--- src/rtl/fft_addr_pkg.sv ---
`default_nettype none
// ============================================================================
//  Module      : fft_addr_pkg
//  Description : Shared types, default widths and the bit-reversal helper
//                for the FFT address generator and its datapath neighbours.
//  Revision    : 1.0 - initial release
// ============================================================================
package fft_addr_pkg;

    // Default geometry: 4096-point maximum FFT, 4-bit size exponent.
    localparam int c_def_addr_width = 12;
    localparam int c_def_log_width  = 4;

    // Bit-reversal helper works on a fixed maximum width; callers truncate.
    localparam int c_rev_max_width  = 32;
    localparam int c_rev_idx_w      = $clog2(c_rev_max_width);

    // Address-sweep controller states.
    typedef enum logic [1:0] {
        ST_IDLE  = 2'd0,
        ST_RUN   = 2'd1,
        ST_DRAIN = 2'd2
    } fsm_state_t;

    // Reverse the low n_bits of value; bits at and above n_bits come back 0.
    function automatic logic [c_rev_max_width-1:0] bit_rev_low(
        input logic [c_rev_max_width-1:0] value,
        input int unsigned                n_bits
    );
        logic [c_rev_max_width-1:0] result;
        logic [c_rev_idx_w-1:0]     src_idx;
        result = '0;
        for (int unsigned i = 0; i < c_rev_max_width; i++) begin
            src_idx = c_rev_idx_w'(n_bits - 1 - i);
            if (i < n_bits) begin
                result[i] = value[src_idx];
            end
        end
        return result;
    endfunction

endpackage : fft_addr_pkg
`default_nettype wire

--- src/rtl/fft_delay_line.sv ---
`default_nettype none
// ============================================================================
//  Module      : fft_delay_line
//  Description : Enable-gated shift register of DEPTH stages. While en is low
//                every stage holds, so the latency is counted in enabled
//                cycles rather than clock cycles.
//  Revision    : 1.0 - initial release
// ============================================================================
module fft_delay_line #(
    parameter int WIDTH = 13,
    parameter int DEPTH = 3
) (
    input  logic             clk,
    input  logic             rst_n,
    input  logic             en,
    input  logic [WIDTH-1:0] din,
    output logic [WIDTH-1:0] dout
);

    logic [WIDTH-1:0] r_stage [DEPTH];

    // Shift one position per enabled cycle; reset clears every stage.
    always_ff @(posedge clk) begin
        if (!rst_n) begin
            for (int i = 0; i < DEPTH; i++) begin
                r_stage[i] <= '0;
            end
        end else if (en) begin
            r_stage[0] <= din;
            for (int i = 1; i < DEPTH; i++) begin
                r_stage[i] <= r_stage[i-1];
            end
        end
    end

    assign dout = r_stage[DEPTH-1];

endmodule : fft_delay_line
`default_nettype wire

--- src/rtl/fft_addr_gen.sv ---
`default_nettype none
// ============================================================================
//  Module      : fft_addr_gen
//  Description : Natural-order / bit-reversed address sweep over a
//                programmable 2^n_log2-point FFT frame, with a delay-matched
//                address copy for RAM read alignment, start/busy/done
//                handshake, stall and continuous frame repeat.
//  Revision    : 1.0 - initial release
// ============================================================================
module fft_addr_gen
    import fft_addr_pkg::*;
#(
    parameter int ADDR_WIDTH = c_def_addr_width,
    parameter int LOG_WIDTH  = c_def_log_width,
    parameter int OUT_DELAY  = 3
) (
    input  logic                  clk,
    input  logic                  rst_n,
    input  logic                  start,
    input  logic [LOG_WIDTH-1:0]  n_log2,
    input  logic                  bit_rev_en,
    input  logic                  continuous,
    input  logic                  stall,
    output logic [ADDR_WIDTH-1:0] addr,
    output logic [ADDR_WIDTH-1:0] addr_sel,
    output logic [ADDR_WIDTH-1:0] addr_out,
    output logic                  valid_out,
    output logic                  busy,
    output logic                  done
);

    // Drain counter only needs to reach OUT_DELAY-1.
    localparam int c_drain_w = $clog2(OUT_DELAY + 1);

    fsm_state_t                 r_state;
    fsm_state_t                 w_next_state;

    logic [ADDR_WIDTH-1:0]      r_count;
    logic [LOG_WIDTH-1:0]       r_n_log2;
    logic                       r_bit_rev;
    logic [c_drain_w-1:0]       r_drain_cnt;

    logic                       w_advance;
    logic [LOG_WIDTH-1:0]       w_n_eff;
    logic [ADDR_WIDTH-1:0]      w_last;
    logic                       w_count_at_last;
    logic                       w_drain_last;
    logic [c_rev_max_width-1:0] w_rev;
    logic [ADDR_WIDTH-1:0]      w_sel;
    logic [ADDR_WIDTH:0]        w_pipe_in;
    logic [ADDR_WIDTH:0]        w_pipe_out;

    assign w_advance = !stall;

    // Clamp the requested size exponent into the legal 1..ADDR_WIDTH range.
    always_comb begin
        w_n_eff = n_log2;
        if (n_log2 == '0) begin
            w_n_eff = LOG_WIDTH'(1);
        end else if (n_log2 > LOG_WIDTH'(ADDR_WIDTH)) begin
            w_n_eff = LOG_WIDTH'(ADDR_WIDTH);
        end
    end

    // Terminal count is 2^n - 1; a shift of ADDR_WIDTH yields all ones.
    assign w_last          = ~({ADDR_WIDTH{1'b1}} << r_n_log2);
    assign w_count_at_last = (r_count == w_last);
    assign w_drain_last    = (r_drain_cnt == c_drain_w'(OUT_DELAY - 1));

    // The count never exceeds the terminal value, so reversing only the low
    // n bits leaves the upper address bits at zero.
    assign w_rev = bit_rev_low(c_rev_max_width'(r_count), 32'(r_n_log2));
    assign w_sel = r_bit_rev ? w_rev[ADDR_WIDTH-1:0] : r_count;

    // Valid marks real frame addresses; IDLE and DRAIN push bubbles.
    assign w_pipe_in = {(r_state == ST_RUN), w_sel};

    fft_delay_line #(
        .WIDTH (ADDR_WIDTH + 1),
        .DEPTH (OUT_DELAY)
    ) u_delay_line (
        .clk   (clk),
        .rst_n (rst_n),
        .en    (w_advance),
        .din   (w_pipe_in),
        .dout  (w_pipe_out)
    );

    assign addr      = r_count;
    assign addr_sel  = w_sel;
    assign addr_out  = w_pipe_out[ADDR_WIDTH-1:0];
    assign valid_out = w_pipe_out[ADDR_WIDTH];

    // State register.
    always_ff @(posedge clk) begin
        if (!rst_n) begin
            r_state <= ST_IDLE;
        end else begin
            r_state <= w_next_state;
        end
    end

    // Next-state logic; a start in IDLE is honoured even while stalled.
    always_comb begin
        w_next_state = r_state;
        case (r_state)
            ST_IDLE: begin
                if (start) begin
                    w_next_state = ST_RUN;
                end
            end
            ST_RUN: begin
                if (w_advance && w_count_at_last && !continuous) begin
                    w_next_state = ST_DRAIN;
                end
            end
            ST_DRAIN: begin
                if (w_advance && w_drain_last) begin
                    w_next_state = ST_IDLE;
                end
            end
            default: begin
                w_next_state = ST_IDLE;
            end
        endcase
    end

    // Handshake outputs: done marks the cycle the final valid entry is on
    // addr_out, and is withheld while stalled because that entry holds.
    always_comb begin
        busy = 1'b0;
        done = 1'b0;
        case (r_state)
            ST_RUN: begin
                busy = 1'b1;
            end
            ST_DRAIN: begin
                busy = 1'b1;
                done = w_advance && w_drain_last;
            end
            default: begin
                busy = 1'b0;
                done = 1'b0;
            end
        endcase
    end

    // Frame counter and per-frame configuration capture.
    always_ff @(posedge clk) begin
        if (!rst_n) begin
            r_count   <= '0;
            r_n_log2  <= '0;
            r_bit_rev <= 1'b0;
        end else begin
            case (r_state)
                ST_IDLE: begin
                    r_count <= '0;
                    if (start) begin
                        r_n_log2  <= w_n_eff;
                        r_bit_rev <= bit_rev_en;
                    end
                end
                ST_RUN: begin
                    if (w_advance) begin
                        if (w_count_at_last) begin
                            r_count <= '0;
                        end else begin
                            r_count <= r_count + ADDR_WIDTH'(1);
                        end
                    end
                end
                default: begin
                    r_count <= '0;
                end
            endcase
        end
    end

    // Counts enabled DRAIN cycles until the last frame entry reaches addr_out.
    always_ff @(posedge clk) begin
        if (!rst_n) begin
            r_drain_cnt <= '0;
        end else if (r_state != ST_DRAIN) begin
            r_drain_cnt <= '0;
        end else if (w_advance) begin
            r_drain_cnt <= r_drain_cnt + c_drain_w'(1);
        end
    end

endmodule : fft_addr_gen
`default_nettype wire

--- config.mk ---
export PLATFORM = sky130hd
export DESIGN_NAME = fft_addr_gen
export DESIGN_NICKNAME = d
export VERILOG_FILES = /design/src/rtl/fft_addr_pkg.sv /design/src/rtl/fft_delay_line.sv /design/src/rtl/fft_addr_gen.sv
export SDC_FILE = /design/constraint.sdc
export NUM_CORES = 1
export LEC_CHECK = 0
export ABC_AREA = 1
export BUFFER_PORTS_ARGS = -buffer_cell sky130_fd_sc_hd__buf_2
export CORE_ASPECT_RATIO = 0.9
export CORE_UTILIZATION = 35
export CTS_CLUSTER_DIAMETER = 150
export DETAILED_ROUTE_END_ITERATION = 10
export MAX_ROUTING_LAYER = met4
export SLEW_MARGIN = 30
export SYNTH_ARGS = -nofsm -noshare
export SYNTH_HDL_FRONTEND = slang
export SYNTH_SLANG_ARGS = --single-unit
--- constraint.sdc ---
create_clock -name clk -period 3.9 [get_ports clk]
set_input_delay 0.39 -clock clk [delete_from_list [all_inputs] [get_ports clk]]
set_output_delay 0.39 -clock clk [all_outputs]
set_load 0.02 [all_outputs]
==> qor.tcl <==
set qor(drc_errors) 0
set qor(ir_worst_vdd_uv) 263.1
set qor(first_global_vias) 3474
set qor(dr_total_vias) 3709
set qor(cts_root_buf) {clkbuf_16}
set qor(detailed_place.area_um2) 4482
set qor(finalNetCount) 631
set qor(die_width_um) 119.0
set qor(layout-drive-gt1-share_pct) 15.42
set qor(critical_path_class) {reg2out}
set qor(syn_area_um2) 4313
set qor(share_of_the_yosys_chip_area_belonging_to_registers_pct) 36.90
set qor(cp-end-kind) {primary output}
set qor(detailedRoute.firstPassIterationCount) 5
set qor(area_of_combinational_cells_with_multiple_inputs_um2) 2092
set qor(worstPathBufferInverterCount) 3
set qor(placementRows) 38
set qor(netSwitchingPower_mw) 1.363
set qor(slew_headroom_pct) 60.89
set qor(port_buffers) 48
set qor(netSwitchingFraction_pct) 43.63
set qor(timing.critical_path.arrival_ns) 3.25
set qor(cts_tree) {built}
set qor(drt_first_iter_violations) 226
set qor(cts_num_sinks) 60
set qor(sequential_cell_area_um2) 1592
set qor(synthToLayoutAreaGrowth_pct) 10.79
set qor(leakagePower_nw) 2.326
set qor(finalClockSkew_ns) 0.003298
set qor(cts_resized) 0
set qor(share_comb_of_total_power_pct) 49.9
set qor(standard_cell_with_the_maximum_stage_delay_on_the_critical_path) {ha_1}
set qor(first_pass_grt_wire_length_mm) 17.59
set qor(ant_nets) 0
set qor(filler_cell_count) 1248
set qor(crit_top_cell) {mux2i_1}
set qor(globalRouteTotalUtil_pct) 18.49
set qor(p_int_mw) 1.760
set qor(critical_path.reg2reg.startpoint) {r_n_log2[1]}
set qor(final.period_utilization_pct) 93.46
set qor(ys.warnings.count) 0
set qor(core-area_um2) 12030
set qor(h_tree_level_count) 3
set qor(synth_nets) 611
set qor(starting_utilization_of_the_core_area_pct) 35.85
set qor(insertedDiodeCount) 0
set qor(layout_min_cycle_time_ns) 3.645
set qor(power.clock.fraction_pct) 25.0
set qor(fin_util_pct) 39.72
set qor(avgRoutedWirePerCell_um) 14.30
set qor(hold_start) {bit_rev_en}
set qor(antenna_found_initial) 0
set qor(maximum_number_of_pins_on_one_net_before_global_route_repair) 40
set qor(worst-slew-pin-transition_ns) 0.5860
set qor(power_density_nw_per_um2) 653.6
set qor(die_y_um) 107.3
set qor(routed_via_density) 4.861
set qor(drv.max_cap_violation_count) 0
set qor(cts.repair_timing.setup_buffer_count) 0
set qor(fmax_mhz) 274.4
set qor(design.die.area_um2) 12770
set qor(power.total_mw) 3.123
set qor(async_flop_share_pct) 0
set qor(clk_pin_slew_ns) 0.05
set qor(synth_top_flop_cell) {edfxtp_1}
set qor(cp_slowest_stage_delay_ns) 0.60
set qor(postRouteWirelength_mm) 10.91
set qor(synthesized_area_divided_by_synthesized_cell_count_um2) 7.462
set qor(setup_viol_count_final) 0
set qor(final_cell_area_um2) 4778
set qor(critical_path.cell_chain) {inv_1 -> ha_1 -> clkinv_1 -> mux2i_1 -> mux2i_1 -> o21ai_0 -> nand2_1 -> buf_2}
set qor(cp_max_fo) 10
set qor(timing.critical_path.max_delay_family) {buffers and inverters}
set qor(final.setup.tns_ns) 0
set qor(cts_hold_buf) 0
set qor(cell_count_after_synthesis) 578
set qor(clk_path_buf_depth) 2
set qor(rsz0062_at_grt) {no}
set qor(gp_congestion) 0.9060
set qor(timing.final.hold_violations) 0
set qor(worst_skew_pair.late_latency_ns) 0.34
set qor(overflow) 0
set qor(status) {finished, final reports clean}
set qor(synth_enable_flop_cells) 39
set qor(power.share.sequential_pct) 25.2
set qor(hold_path_class) {in2reg}
set qor(io_pins) 49
set qor(hpwlAfterDp_mm) 8.333
set qor(slew_viol_final) 0
set qor(worst_ep_required_time_ns) 3.51
set qor(synth_seq_cells) 60
set qor(yosysUniqueCellTypes) 40
set qor(worst_setup_path_startpoint) {r_n_log2[1]}
set qor(numCtsBuffers) 9
set qor(startpoint_type) {flop}
## synthesized netlist by cell type, types with 2 or more instances
master	instances	share of area [%]
nand2_1	144	13
inv_1	82	7.1
nor2_1	51	4.4
edfxtp_1	39	27
a21oi_1	38	4.4
o21ai_0	34	3.9
buf_4	28	4.9
nand3_1	28	3.2
ha_1	23	6.7
dfxtp_1	21	9.7
nand4_1	12	1.7
clkbuf_1	6	0.52
mux2i_1	6	1.4
nor2_2	6	0.87
a211oi_1	5	0.87
inv_2	5	0.44
buf_2	4	0.46
buf_6	4	1.0
nor3_1	4	0.46
xnor2_1	4	0.81
xor2_1	4	0.81
nand2_2	3	0.44
o211ai_1	3	0.52
o21ai_1	3	0.35
xnor2_2	3	1.1
nand3_2	2	0.46
o21a_1	2	0.35
o31ai_1	2	0.35
## through the flow
| stage | hold WS, ns | worst slack [ns] | cells |
|---|---|---|---|
| floorplan | 0.4334 | 0.8709 | 578 |
| global placement | 0.4434 | 0.6658 | 747 |
| detailed placement | 0.4629 | 0.5656 | 747 |
| CTS | 0.3388 | 0.1912 | 763 |
| global route | 0.3533 | 0.09093 | 763 |
| finish | 0.3544 | 0.2551 | 763 |
## layer usage
metal	GRT usage, %	routed length (um)
met5	-	0
met1	23.35	5164
met4	7.866	280
met2	28.11	4969
met3	4.661	495
## state kept, by name, summed over array words and instances (netlist names)
signal                count
u_delay_line.r_stage     39
addr                     12
r_n_log2                  4
r_drain_cnt               2
r_state                   2
r_bit_rev                 1
## path summary, 6_finish.rpt
kind | to | cells past startpoint | slack, ns
worst min register to register | r_drain_cnt[0] | 2 | 0.46
worst min-delay path | r_bit_rev | 3 | 0.35
worst max-delay path | addr_sel[0] | 8 | 0.26
worst max register to register | u_delay_line.r_stage[0][5] | 9 | 0.88
## final cells by class
class                   count  share of cell area, %
clock buffers              10                  4.792
clock inverters             6                  1.362
inverters                  88                  6.913
multi-input cells         387                  43.78
flip-flops and latches     60                  33.31
well taps                 160                  4.190
repair buffers             52                  5.656
## cell usage in the layout, fill, tap and decap left out, types with 2 or more instances in the layout
cell type and instances:
nand2_1 144, inv_1 82, nor2_1 51, buf_2 48, edfxtp_1 39, a21oi_1 38, o21ai_0 34, nand3_1 28
ha_1 22, dfxtp_1 21, nand4_1 12, clkbuf_16 9, nor2_2 6, mux2i_1 6, inv_2 5, a211oi_1 5
xor2_1 4, xnor2_1 4, nor3_1 4, buf_4 4, nand2_2 3, o21ai_1 3, xnor2_2 3, o211ai_1 3
nand3_2 2, o21a_1 2, o31ai_1 2, clkinv_2 2, clkinv_4 2
## logic make-up (layout without fill, tap and decap cells)
kind of cell | count (synthesis) | in the layout | share of synthesized area (%)
buffers and inverters | 131 | 156 | 14.65
flip-flops | 60 | 60 | 36.90
AND/OR/NAND/NOR | 256 | 256 | 25.94
XOR/XNOR | 12 | 12 | 3.133
multiplexers | 6 | 6 | 1.393
adder cells (fa/ha/maj) | 23 | 23 | 6.673
AO/OA/AOI/OAI | 90 | 90 | 11.31
## worst min-delay path: stages
cell	delay [ns]
buf_2	0.08
o21ai_0	0.08
a21oi_1	0.11
## power groups by stage
stage / logic, mW / registers [mW] / clock network [mW]
6_report: 1.56 / 0.785 / 0.781
5_1_grt: 1.76 / 0.794 / 0.823
4_1_cts: 1.55 / 0.785 / 0.800
3_5_place_dp: 1.54 / 0.798 / 0
3_3_place_gp: 1.52 / 0.795 / 0
2_1_floorplan: 1.31 / 0.777 / 0
Note: power is estimated with default switching activity, not from simulation.
